--- config.mk ---
export PLATFORM = sky130hd
export DESIGN_NAME = csr_trap_ctrl_flat
export DESIGN_NICKNAME = d
export VERILOG_FILES = /design/src/rtl/csr_trap_ctrl_pkg.sv /design/src/rtl/csr_trap_ctrl_if.sv /design/src/rtl/csr_trap_ctrl.sv /design/src/flat_wrapper.sv
export SDC_FILE = /design/constraint.sdc
export NUM_CORES = 1
export LEC_CHECK = 0
export ABC_AREA = 1
export BUFFER_PORTS_ARGS = -buffer_cell sky130_fd_sc_hd__buf_2
export CAP_MARGIN = 20
export CELL_PAD_IN_SITES_DETAIL_PLACEMENT = 2
export CELL_PAD_IN_SITES_GLOBAL_PLACEMENT = 2
export CORE_MARGIN = 1.5
export CORE_UTILIZATION = 24
export DETAILED_ROUTE_END_ITERATION = 8
export MAX_ROUTING_LAYER = met4
export PLACE_DENSITY_LB_ADDON = 0.1
export SLEW_MARGIN = 0
export SYNTH_ARGS = -nofsm -noshare
export SYNTH_HDL_FRONTEND = slang
export SYNTH_SLANG_ARGS = --single-unit
--- constraint.sdc ---
create_clock -name Clk -period 1.9 [get_ports Clk]
set_input_delay 0 -clock Clk [delete_from_list [all_inputs] [get_ports Clk]]
set_output_delay 0 -clock Clk [all_outputs]
set_load 0.01 [all_outputs]
--- src/rtl/csr_trap_ctrl_pkg.sv ---
// Shared constants for the trap/return sequencer: CSR addresses, CSR bit-field
// positions, the TLB-refill Ecode and the sequencer state encoding.
package csr_trap_ctrl_pkg;

  localparam int CSR_DATA_W = 32;
  localparam int CSR_ADDR_W = 14;

  localparam logic [5:0] ECODE_TLBR_DEF = 6'h3F;

  localparam logic [13:0] CSR_CRMD      = 14'h000;
  localparam logic [13:0] CSR_PRMD      = 14'h001;
  localparam logic [13:0] CSR_ECTL      = 14'h004;
  localparam logic [13:0] CSR_ESTAT     = 14'h005;
  localparam logic [13:0] CSR_ERA       = 14'h006;
  localparam logic [13:0] CSR_BADV      = 14'h007;
  localparam logic [13:0] CSR_EENTRY    = 14'h00C;
  localparam logic [13:0] CSR_TLBRENTRY = 14'h088;

  localparam int CRMD_PLV    = 0;   // 2 bits
  localparam int CRMD_IE     = 2;
  localparam int CRMD_DA     = 3;
  localparam int CRMD_PG     = 4;
  localparam int PRMD_PPLV   = 0;   // 2 bits
  localparam int PRMD_PIE    = 2;
  localparam int ESTAT_IS_W  = 13;  // interrupt status/enable lines
  localparam int ESTAT_ECODE = 16;  // 6 bits
  localparam int ESTAT_ESUB  = 22;  // 9 bits

  typedef enum logic [2:0] {
    S_IDLE,
    S_T_ERA,
    S_T_PRMD,
    S_T_ESTAT,
    S_T_BADV,
    S_T_CRMD,
    S_E_CRMD,
    S_REDIR
  } trapState_e;

endpackage

--- src/rtl/csr_trap_ctrl_if.sv ---
// CSR write bus: the CSR-instruction write request and the single CSR write
// port that the sequencer drives on its behalf or for hardware trap updates.
interface csr_trap_ctrl_if
  import csr_trap_ctrl_pkg::*;
#(
  parameter int DATA_W = CSR_DATA_W,
  parameter int ADDR_W = CSR_ADDR_W
);
  logic              InstCsrWe;
  logic [ADDR_W-1:0] InstCsrAddr;
  logic [DATA_W-1:0] InstCsrData;
  logic              InstCsrReady;
  logic              WEn;
  logic [ADDR_W-1:0] WAddr;
  logic [DATA_W-1:0] WDate;

  modport master (
    input  InstCsrWe, InstCsrAddr, InstCsrData,
    output InstCsrReady, WEn, WAddr, WDate
  );

  modport slave (
    output InstCsrWe, InstCsrAddr, InstCsrData,
    input  InstCsrReady, WEn, WAddr, WDate
  );
endinterface

--- src/rtl/csr_trap_ctrl.sv ---
// Trap/return sequencer owning the CSR write port: arbitrates commit-stage
// traps, ERTN and CSR-instruction writes, serialising trap CSR updates.
module csr_trap_ctrl
  import csr_trap_ctrl_pkg::*;
#(
  parameter int         DATA_W     = CSR_DATA_W,
  parameter int         ADDR_W     = CSR_ADDR_W,
  parameter logic [5:0] ECODE_TLBR = ECODE_TLBR_DEF
) (
  input  logic              Clk,
  input  logic              Rest,
  input  logic              CommitValid,
  input  logic [DATA_W-1:0] CommitPc,
  input  logic              ExcpValid,
  input  logic [5:0]        ExcpEcode,
  input  logic [8:0]        ExcpEsub,
  input  logic              BadvValid,
  input  logic [DATA_W-1:0] BadvAddr,
  input  logic              Ertn,
  input  logic [DATA_W-1:0] CsrCrmd,
  input  logic [DATA_W-1:0] CsrPrmd,
  input  logic [DATA_W-1:0] CsrEstat,
  input  logic [DATA_W-1:0] CsrEctl,
  input  logic [DATA_W-1:0] CsrEra,
  input  logic [DATA_W-1:0] CsrEentry,
  input  logic [DATA_W-1:0] CsrTlbrentry,
  csr_trap_ctrl_if.master   csrBus,
  output logic              TrapStall,
  output logic              Flush,
  output logic [DATA_W-1:0] RedirectPc
);

  trapState_e stateQ, stateD;

  logic [DATA_W-1:0]     pcQ, badvQ, crmdQ, targetQ;
  logic [ESTAT_ESUB-1:0] estatQ;
  logic [5:0]            ecodeQ;
  logic [8:0]            esubQ;
  logic                  badvValidQ;

  logic              intPend, isIdle, trapAcc, ertnAcc;
  logic [5:0]        ecodeSel;
  logic [DATA_W-1:0] wrData;
  logic              unusedBits;

  assign intPend = CsrCrmd[CRMD_IE] & (|(CsrEstat[ESTAT_IS_W-1:0] & CsrEctl[ESTAT_IS_W-1:0]));
  assign isIdle  = (stateQ == S_IDLE);
  assign trapAcc = isIdle & CommitValid & (intPend | ExcpValid);
  assign ertnAcc = isIdle & CommitValid & ~intPend & ~ExcpValid & Ertn;
  // Interrupts outrank the committing instruction's own exception.
  assign ecodeSel = intPend ? 6'd0 : ExcpEcode;

  assign unusedBits = ^{CsrEctl[DATA_W-1:ESTAT_IS_W], CsrPrmd[DATA_W-1:PRMD_PIE+1],
                        CsrEstat[DATA_W-1:ESTAT_ESUB]};

  // NOTE: sequential state uses non-blocking assignments so every flop samples
  // pre-edge values regardless of process ordering.
  always_ff @(posedge Clk or negedge Rest) begin
    if (!Rest) stateQ <= S_IDLE;
    else       stateQ <= stateD;
  end

  // NOTE: capture registers are reset as well; they are few and a known value
  // keeps post-reset behaviour deterministic.
  always_ff @(posedge Clk or negedge Rest) begin
    if (!Rest) begin
      pcQ        <= '0;
      badvQ      <= '0;
      crmdQ      <= '0;
      estatQ     <= '0;
      targetQ    <= '0;
      ecodeQ     <= '0;
      esubQ      <= '0;
      badvValidQ <= 1'b0;
    end else if (trapAcc) begin
      pcQ        <= CommitPc;
      ecodeQ     <= ecodeSel;
      esubQ      <= intPend ? 9'd0 : ExcpEsub;
      badvValidQ <= ~intPend & BadvValid;
      badvQ      <= BadvAddr;
      crmdQ      <= CsrCrmd;
      estatQ     <= CsrEstat[ESTAT_ESUB-1:0];
      targetQ    <= (ecodeSel == ECODE_TLBR) ? CsrTlbrentry : CsrEentry;
    end else if (ertnAcc) begin
      crmdQ      <= CsrCrmd;
      estatQ     <= CsrEstat[ESTAT_ESUB-1:0];
      targetQ    <= CsrEra;
    end
  end

  // NOTE: every output and next-state variable gets a default first, so no
  // path through the case can infer a latch.
  always_comb begin
    stateD              = stateQ;
    wrData              = '0;
    csrBus.WEn          = 1'b0;
    csrBus.WAddr        = '0;
    csrBus.InstCsrReady = 1'b0;
    Flush               = 1'b0;
    RedirectPc          = '0;
    TrapStall           = ~isIdle;

    unique case (stateQ)
      S_IDLE: begin
        if (trapAcc) begin
          stateD = S_T_ERA;
        end else begin
          if (ertnAcc) stateD = S_E_CRMD;
          // Pass-through is gated by reset so the bus is quiet while held.
          if (Rest) begin
            csrBus.InstCsrReady = 1'b1;
            if (csrBus.InstCsrWe) begin
              csrBus.WEn   = 1'b1;
              csrBus.WAddr = csrBus.InstCsrAddr;
              wrData       = csrBus.InstCsrData;
            end
          end
        end
      end
      S_T_ERA: begin
        csrBus.WEn   = 1'b1;
        csrBus.WAddr = ADDR_W'(CSR_ERA);
        wrData       = pcQ;
        stateD       = S_T_PRMD;
      end
      S_T_PRMD: begin
        csrBus.WEn                = 1'b1;
        csrBus.WAddr              = ADDR_W'(CSR_PRMD);
        wrData[PRMD_PPLV +: 2]    = crmdQ[CRMD_PLV +: 2];
        wrData[PRMD_PIE]          = crmdQ[CRMD_IE];
        stateD                    = S_T_ESTAT;
      end
      S_T_ESTAT: begin
        csrBus.WEn                = 1'b1;
        csrBus.WAddr              = ADDR_W'(CSR_ESTAT);
        wrData[15:0]              = estatQ[15:0];
        wrData[ESTAT_ECODE +: 6]  = ecodeQ;
        wrData[ESTAT_ESUB +: 9]   = esubQ;
        stateD                    = badvValidQ ? S_T_BADV : S_T_CRMD;
      end
      S_T_BADV: begin
        csrBus.WEn   = 1'b1;
        csrBus.WAddr = ADDR_W'(CSR_BADV);
        wrData       = badvQ;
        stateD       = S_T_CRMD;
      end
      S_T_CRMD: begin
        csrBus.WEn             = 1'b1;
        csrBus.WAddr           = ADDR_W'(CSR_CRMD);
        wrData                 = crmdQ;
        wrData[CRMD_PLV +: 2]  = 2'b00;
        wrData[CRMD_IE]        = 1'b0;
        if (ecodeQ == ECODE_TLBR) begin
          wrData[CRMD_DA] = 1'b1;
          wrData[CRMD_PG] = 1'b0;
        end
        stateD = S_REDIR;
      end
      S_E_CRMD: begin
        csrBus.WEn             = 1'b1;
        csrBus.WAddr           = ADDR_W'(CSR_CRMD);
        wrData                 = crmdQ;
        wrData[CRMD_PLV +: 2]  = CsrPrmd[PRMD_PPLV +: 2];
        wrData[CRMD_IE]        = CsrPrmd[PRMD_PIE];
        if (estatQ[ESTAT_ECODE +: 6] == ECODE_TLBR) begin
          wrData[CRMD_DA] = 1'b0;
          wrData[CRMD_PG] = 1'b1;
        end
        stateD = S_REDIR;
      end
      S_REDIR: begin
        Flush      = 1'b1;
        RedirectPc = targetQ;
        stateD     = S_IDLE;
      end
      default: stateD = S_IDLE;
    endcase

    csrBus.WDate = wrData;
  end

endmodule

--- src/flat_wrapper.sv ---
// flat-port wrapper written by rule: the top's interface ports become plain ports
module csr_trap_ctrl_flat import csr_trap_ctrl_pkg::*;
#(
  parameter int         DATA_W     = CSR_DATA_W,
  parameter int         ADDR_W     = CSR_ADDR_W,
  parameter logic [5:0] ECODE_TLBR = ECODE_TLBR_DEF
)
  (Clk, Rest, CommitValid, CommitPc, ExcpValid, ExcpEcode, ExcpEsub, BadvValid, BadvAddr, Ertn, CsrCrmd, CsrPrmd, CsrEstat, CsrEctl, CsrEra, CsrEentry, CsrTlbrentry, TrapStall, Flush, RedirectPc, csrBus_InstCsrWe, csrBus_InstCsrAddr, csrBus_InstCsrData, csrBus_InstCsrReady, csrBus_WEn, csrBus_WAddr, csrBus_WDate);
  csr_trap_ctrl_if #(.DATA_W(DATA_W), .ADDR_W(ADDR_W)) csrBus_i ();
  input  logic Clk;
  input  logic Rest;
  input  logic CommitValid;
  input  logic [DATA_W-1:0] CommitPc;
  input  logic ExcpValid;
  input  logic [5:0] ExcpEcode;
  input  logic [8:0] ExcpEsub;
  input  logic BadvValid;
  input  logic [DATA_W-1:0] BadvAddr;
  input  logic Ertn;
  input  logic [DATA_W-1:0] CsrCrmd;
  input  logic [DATA_W-1:0] CsrPrmd;
  input  logic [DATA_W-1:0] CsrEstat;
  input  logic [DATA_W-1:0] CsrEctl;
  input  logic [DATA_W-1:0] CsrEra;
  input  logic [DATA_W-1:0] CsrEentry;
  input  logic [DATA_W-1:0] CsrTlbrentry;
  output logic TrapStall;
  output logic Flush;
  output logic [DATA_W-1:0] RedirectPc;
  input wire logic [$bits(csrBus_i.InstCsrWe)-1:0] csrBus_InstCsrWe;
  input wire logic [$bits(csrBus_i.InstCsrAddr)-1:0] csrBus_InstCsrAddr;
  input wire logic [$bits(csrBus_i.InstCsrData)-1:0] csrBus_InstCsrData;
  output wire logic [$bits(csrBus_i.InstCsrReady)-1:0] csrBus_InstCsrReady;
  output wire logic [$bits(csrBus_i.WEn)-1:0] csrBus_WEn;
  output wire logic [$bits(csrBus_i.WAddr)-1:0] csrBus_WAddr;
  output wire logic [$bits(csrBus_i.WDate)-1:0] csrBus_WDate;
  assign csrBus_i.InstCsrWe = csrBus_InstCsrWe;
  assign csrBus_i.InstCsrAddr = csrBus_InstCsrAddr;
  assign csrBus_i.InstCsrData = csrBus_InstCsrData;
  assign csrBus_InstCsrReady = csrBus_i.InstCsrReady;
  assign csrBus_WEn = csrBus_i.WEn;
  assign csrBus_WAddr = csrBus_i.WAddr;
  assign csrBus_WDate = csrBus_i.WDate;
  csr_trap_ctrl #(.DATA_W(DATA_W), .ADDR_W(ADDR_W), .ECODE_TLBR(ECODE_TLBR)) u_core (.Clk(Clk), .Rest(Rest), .CommitValid(CommitValid), .CommitPc(CommitPc), .ExcpValid(ExcpValid), .ExcpEcode(ExcpEcode), .ExcpEsub(ExcpEsub), .BadvValid(BadvValid), .BadvAddr(BadvAddr), .Ertn(Ertn), .CsrCrmd(CsrCrmd), .CsrPrmd(CsrPrmd), .CsrEstat(CsrEstat), .CsrEctl(CsrEctl), .CsrEra(CsrEra), .CsrEentry(CsrEentry), .CsrTlbrentry(CsrTlbrentry), .csrBus(csrBus_i), .TrapStall(TrapStall), .Flush(Flush), .RedirectPc(RedirectPc));
endmodule
==> impl_metrics.csv <==
group,metric,value,unit
setup_path,cp_top_family,"simple AND/OR/NAND/NOR gates",
final_layout,final_common_cell,"buf_2",
setup_path,cpPeakStageDelay,450,ps
global_route,grt_pass1_vias,12800,
timing,fin_ws,-265,ps
detailed_routing,drc,0,
setup_path,rr_startpoint,"u_core.stateQ[1]",
floorplanning,coreArea,37700,um^2
pwr,vdd_drop_max,0.764,mV
floorplanning,die_y,198,um
synth,syn_area,9170,um^2
global_route,overflow,0,
min_path,hold_start,"Ertn",
synth,avgSynthCellArea,7.34,um^2
detailed_routing,final_antenna_net_count,0,
clock_network,cts_tree,"yes",
floorplanning,die_x,198,um
final_layout,syn2layout_area_growth,92.4,%
setup_path,end_kind,"output port",
detailed_routing,viasPerCell,4.76,
detailed_routing,drt-total-wl,55.1,mm
run_status,violations,"setup timing",
min_path,hp-class,"input pin to register",
timing,maxSlewViolCount,0,
synth,ys_ff_latch,169,
run_status,status,"finished with violations",
clock_network,cts.sinks,169,
clock_network,clkLatencyLatePin,450,ps
clock_network,cts_root_buf,"clkbuf_16",
place,dp_hpwl,30.2,mm
detailed_routing,vias,11700,
final_layout,drive_gt1_share,41.3,%
setup_path,worstPathArrival,2170,ps
synth,ys_types,30,
clock_network,cts_buffers,17,
timing,slew_headroom,63.3,%
final_layout,fin_util,46.8,%
pwr,leakage,9.11,nW
place,io_buffer_count,379,
synth,synth-seq-area-share,46.1,%
synth,yosysWarnings,0,
global_route,grt_usage,26.0,%
clock_network,htree_levels,4,
floorplanning,initial_utilization,24.3,%
timing,hold_violations,0,
floorplanning,die_area,39400,um^2
timing,skew,4.63,ps
timing,worst_pin_slew,551,ps
timing,rsz0062_at_grt,"true",
final_layout,final_cell_mix,"370 x buf_2, 259 x nand2_1, 233 x dlygate4sd3_1",
timing,min_period,2170,ps
timing,finalSetupViolCount,207,
detailed_routing,drtIter0Drc,468,
setup_path,cp-start-kind,"register",
pwr,power_density,1200,nW/um^2
detailed_routing,first_pass_iters,5,
place,gp_congestion,0.802,
job,cap_viol_max_count,0,
setup_path,worstSetupStartpoint,"u_core.stateQ[1]",
setup_path,cp_max_fo,8,
setup_path,critPathRequiredTime,1900,ps
global_route,grt_pass1_wl,74.4,mm
detailed_routing,wl_per_cell,22.3,um
global_route,antenna_found_initial,11,
setup_path,cp.buffers_inverters,5,
synth,syn-instance-count,1250,
setup_path,crit_chain,"nor2_4 -> inv_4 -> nor2_4 -> inv_2 -> nor2_4 -> buf_6 -> buf_12 -> nand4_1 -> nand3_2 -> buf_6",
clock_network,path_clk_slew,70,ps
timing,holdWs,139,ps
setup_path,slowest_stage,"dfrtp_2",
pwr,p_total,21.2,mW
setup_path,ff2ff_setup_slack,-200,ps
timing,min_period_over_period,114,%
floorplanning,rows,71,
setup_path,crit_top_cell,"nor2_4",
timing,max_freq,462,MHz
final_layout,nets,2286,
setup_path,crit_type,"register to output port",
clock_network,cts_buffer_depth,2,
global_route,grt_max_degree,87,
synth,syn-num-nets,1606,
floorplanning,io_pins,438,
layer usage:
metal	wire [um]	up-vias	share of wire (%)	track usage [%]
li1	-	5383	-	-
met1	23400	5953	42	30.9
met2	28300	324	51	43.9
met3	1930	79	3.5	4.73
met4	1480	0	2.7	9.79
met5	0	-	0	-
power by group:
part | switching (mW) | internal [mW] | leakage [nW] | total, mW
sequential | 1.08 | 5.31 | 2.09 | 6.39
clock | 1.68 | 1.90 | 0.278 | 3.57
combinational | 6.20 | 5.08 | 6.74 | 11.3
total | 8.96 | 12.3 | 9.11 | 21.2
area by class of cell:
class	instances	area, um^2
fill	4139	20000
timing repair buffer	743	6390
multi-input combinational	824	5100
sequential	169	4230
inverter	175	672
tap	511	639
clock buffer	20	457
clock inverter	12	116
antenna	12	30.0
logic make-up after synthesis:
logic type | count (synthesis) | share of synthesized area (%)
AND/OR/NAND/NOR | 637 | 29.4
AO/OA/AOI/OAI | 186 | 12.4
buffers and inverters | 258 | 12.1
flip-flops | 169 | 46.1
through the flow:
stage / instance area (um^2) / setup TNS (ps) / cells / setup WS (ps)
final: 17600 / -30260 / 2466 / -265
after global routing: 17600 / -43180 / 2465 / -372
after CTS: 15800 / -19000 / 2409 / -295
after detailed placement: 11900 / -155 / 2109 / -40.2
after global placement: 11900 / 0 / 2109 / 12.0
after floorplan: 9170 / 0 / 1250 / 369
state kept, by name (all words and copies together), names as in the netlist:
register / flops
u_core.badvValidQ: 1
u_core.badvQ: 32
u_core.targetQ: 32
u_core.pcQ: 32
u_core.crmdQ: 32
u_core.stateQ: 3
u_core.ecodeQ: 6
u_core.esubQ: 9
u_core.estatQ: 22
worst paths after layout:
kind / end / depth (start not counted)
max: csrBus_WAddr[0] / 10
min: u_core.crmdQ[31] / 5
max reg2reg: u_core.estatQ[20] / 14
min reg2reg: u_core.badvQ[31] / 2
max in group asynchronous: u_core.crmdQ[16] / 4
min in group asynchronous: u_core.esubQ[6] / 3
synthesized netlist by cell type (all sizes together):
master	n	area (um^2)
nand3	105	531
o21bai	5	37.5
a22oi	26	195
o21ai	90	484
o2111a	1	11.3
a211oi	1	7.51
clkbuf	24	90.1
inv	174	653
o21a	7	52.6
nand4	50	313
nor2	95	372
buf	59	360
o211ai	2	15.0
nand2	383	1460
nor3	4	20.0
a221oi	14	123
dfrtp	169	4230
clkinv	1	3.75
a21oi	40	211
worst register-to-register path, stage by stage (launching register included):
cell	delay (ps)
dfrtp_2	450
nor2_4	150
inv_4	50
nor2_4	130
buf_6	140
nand2_8	60
inv_8	80
nand2_8	90
buf_6	140
buf_6	120
nand2_8	120
buf_12	190
buf_16	140
nand2_1	60
o21ai_1	110
what timing repair did:
item	4_1_cts	5_1_grt
gates resized for setup	105	328
pin swaps	15	88
endpoints found under the hold margin	253	0
endpoints found under the setup margin	107	224
gates cloned	12	25
hold buffers	233	0
buffers inserted	24	29
No activity file was read; power rests on OpenSTA's default activity.
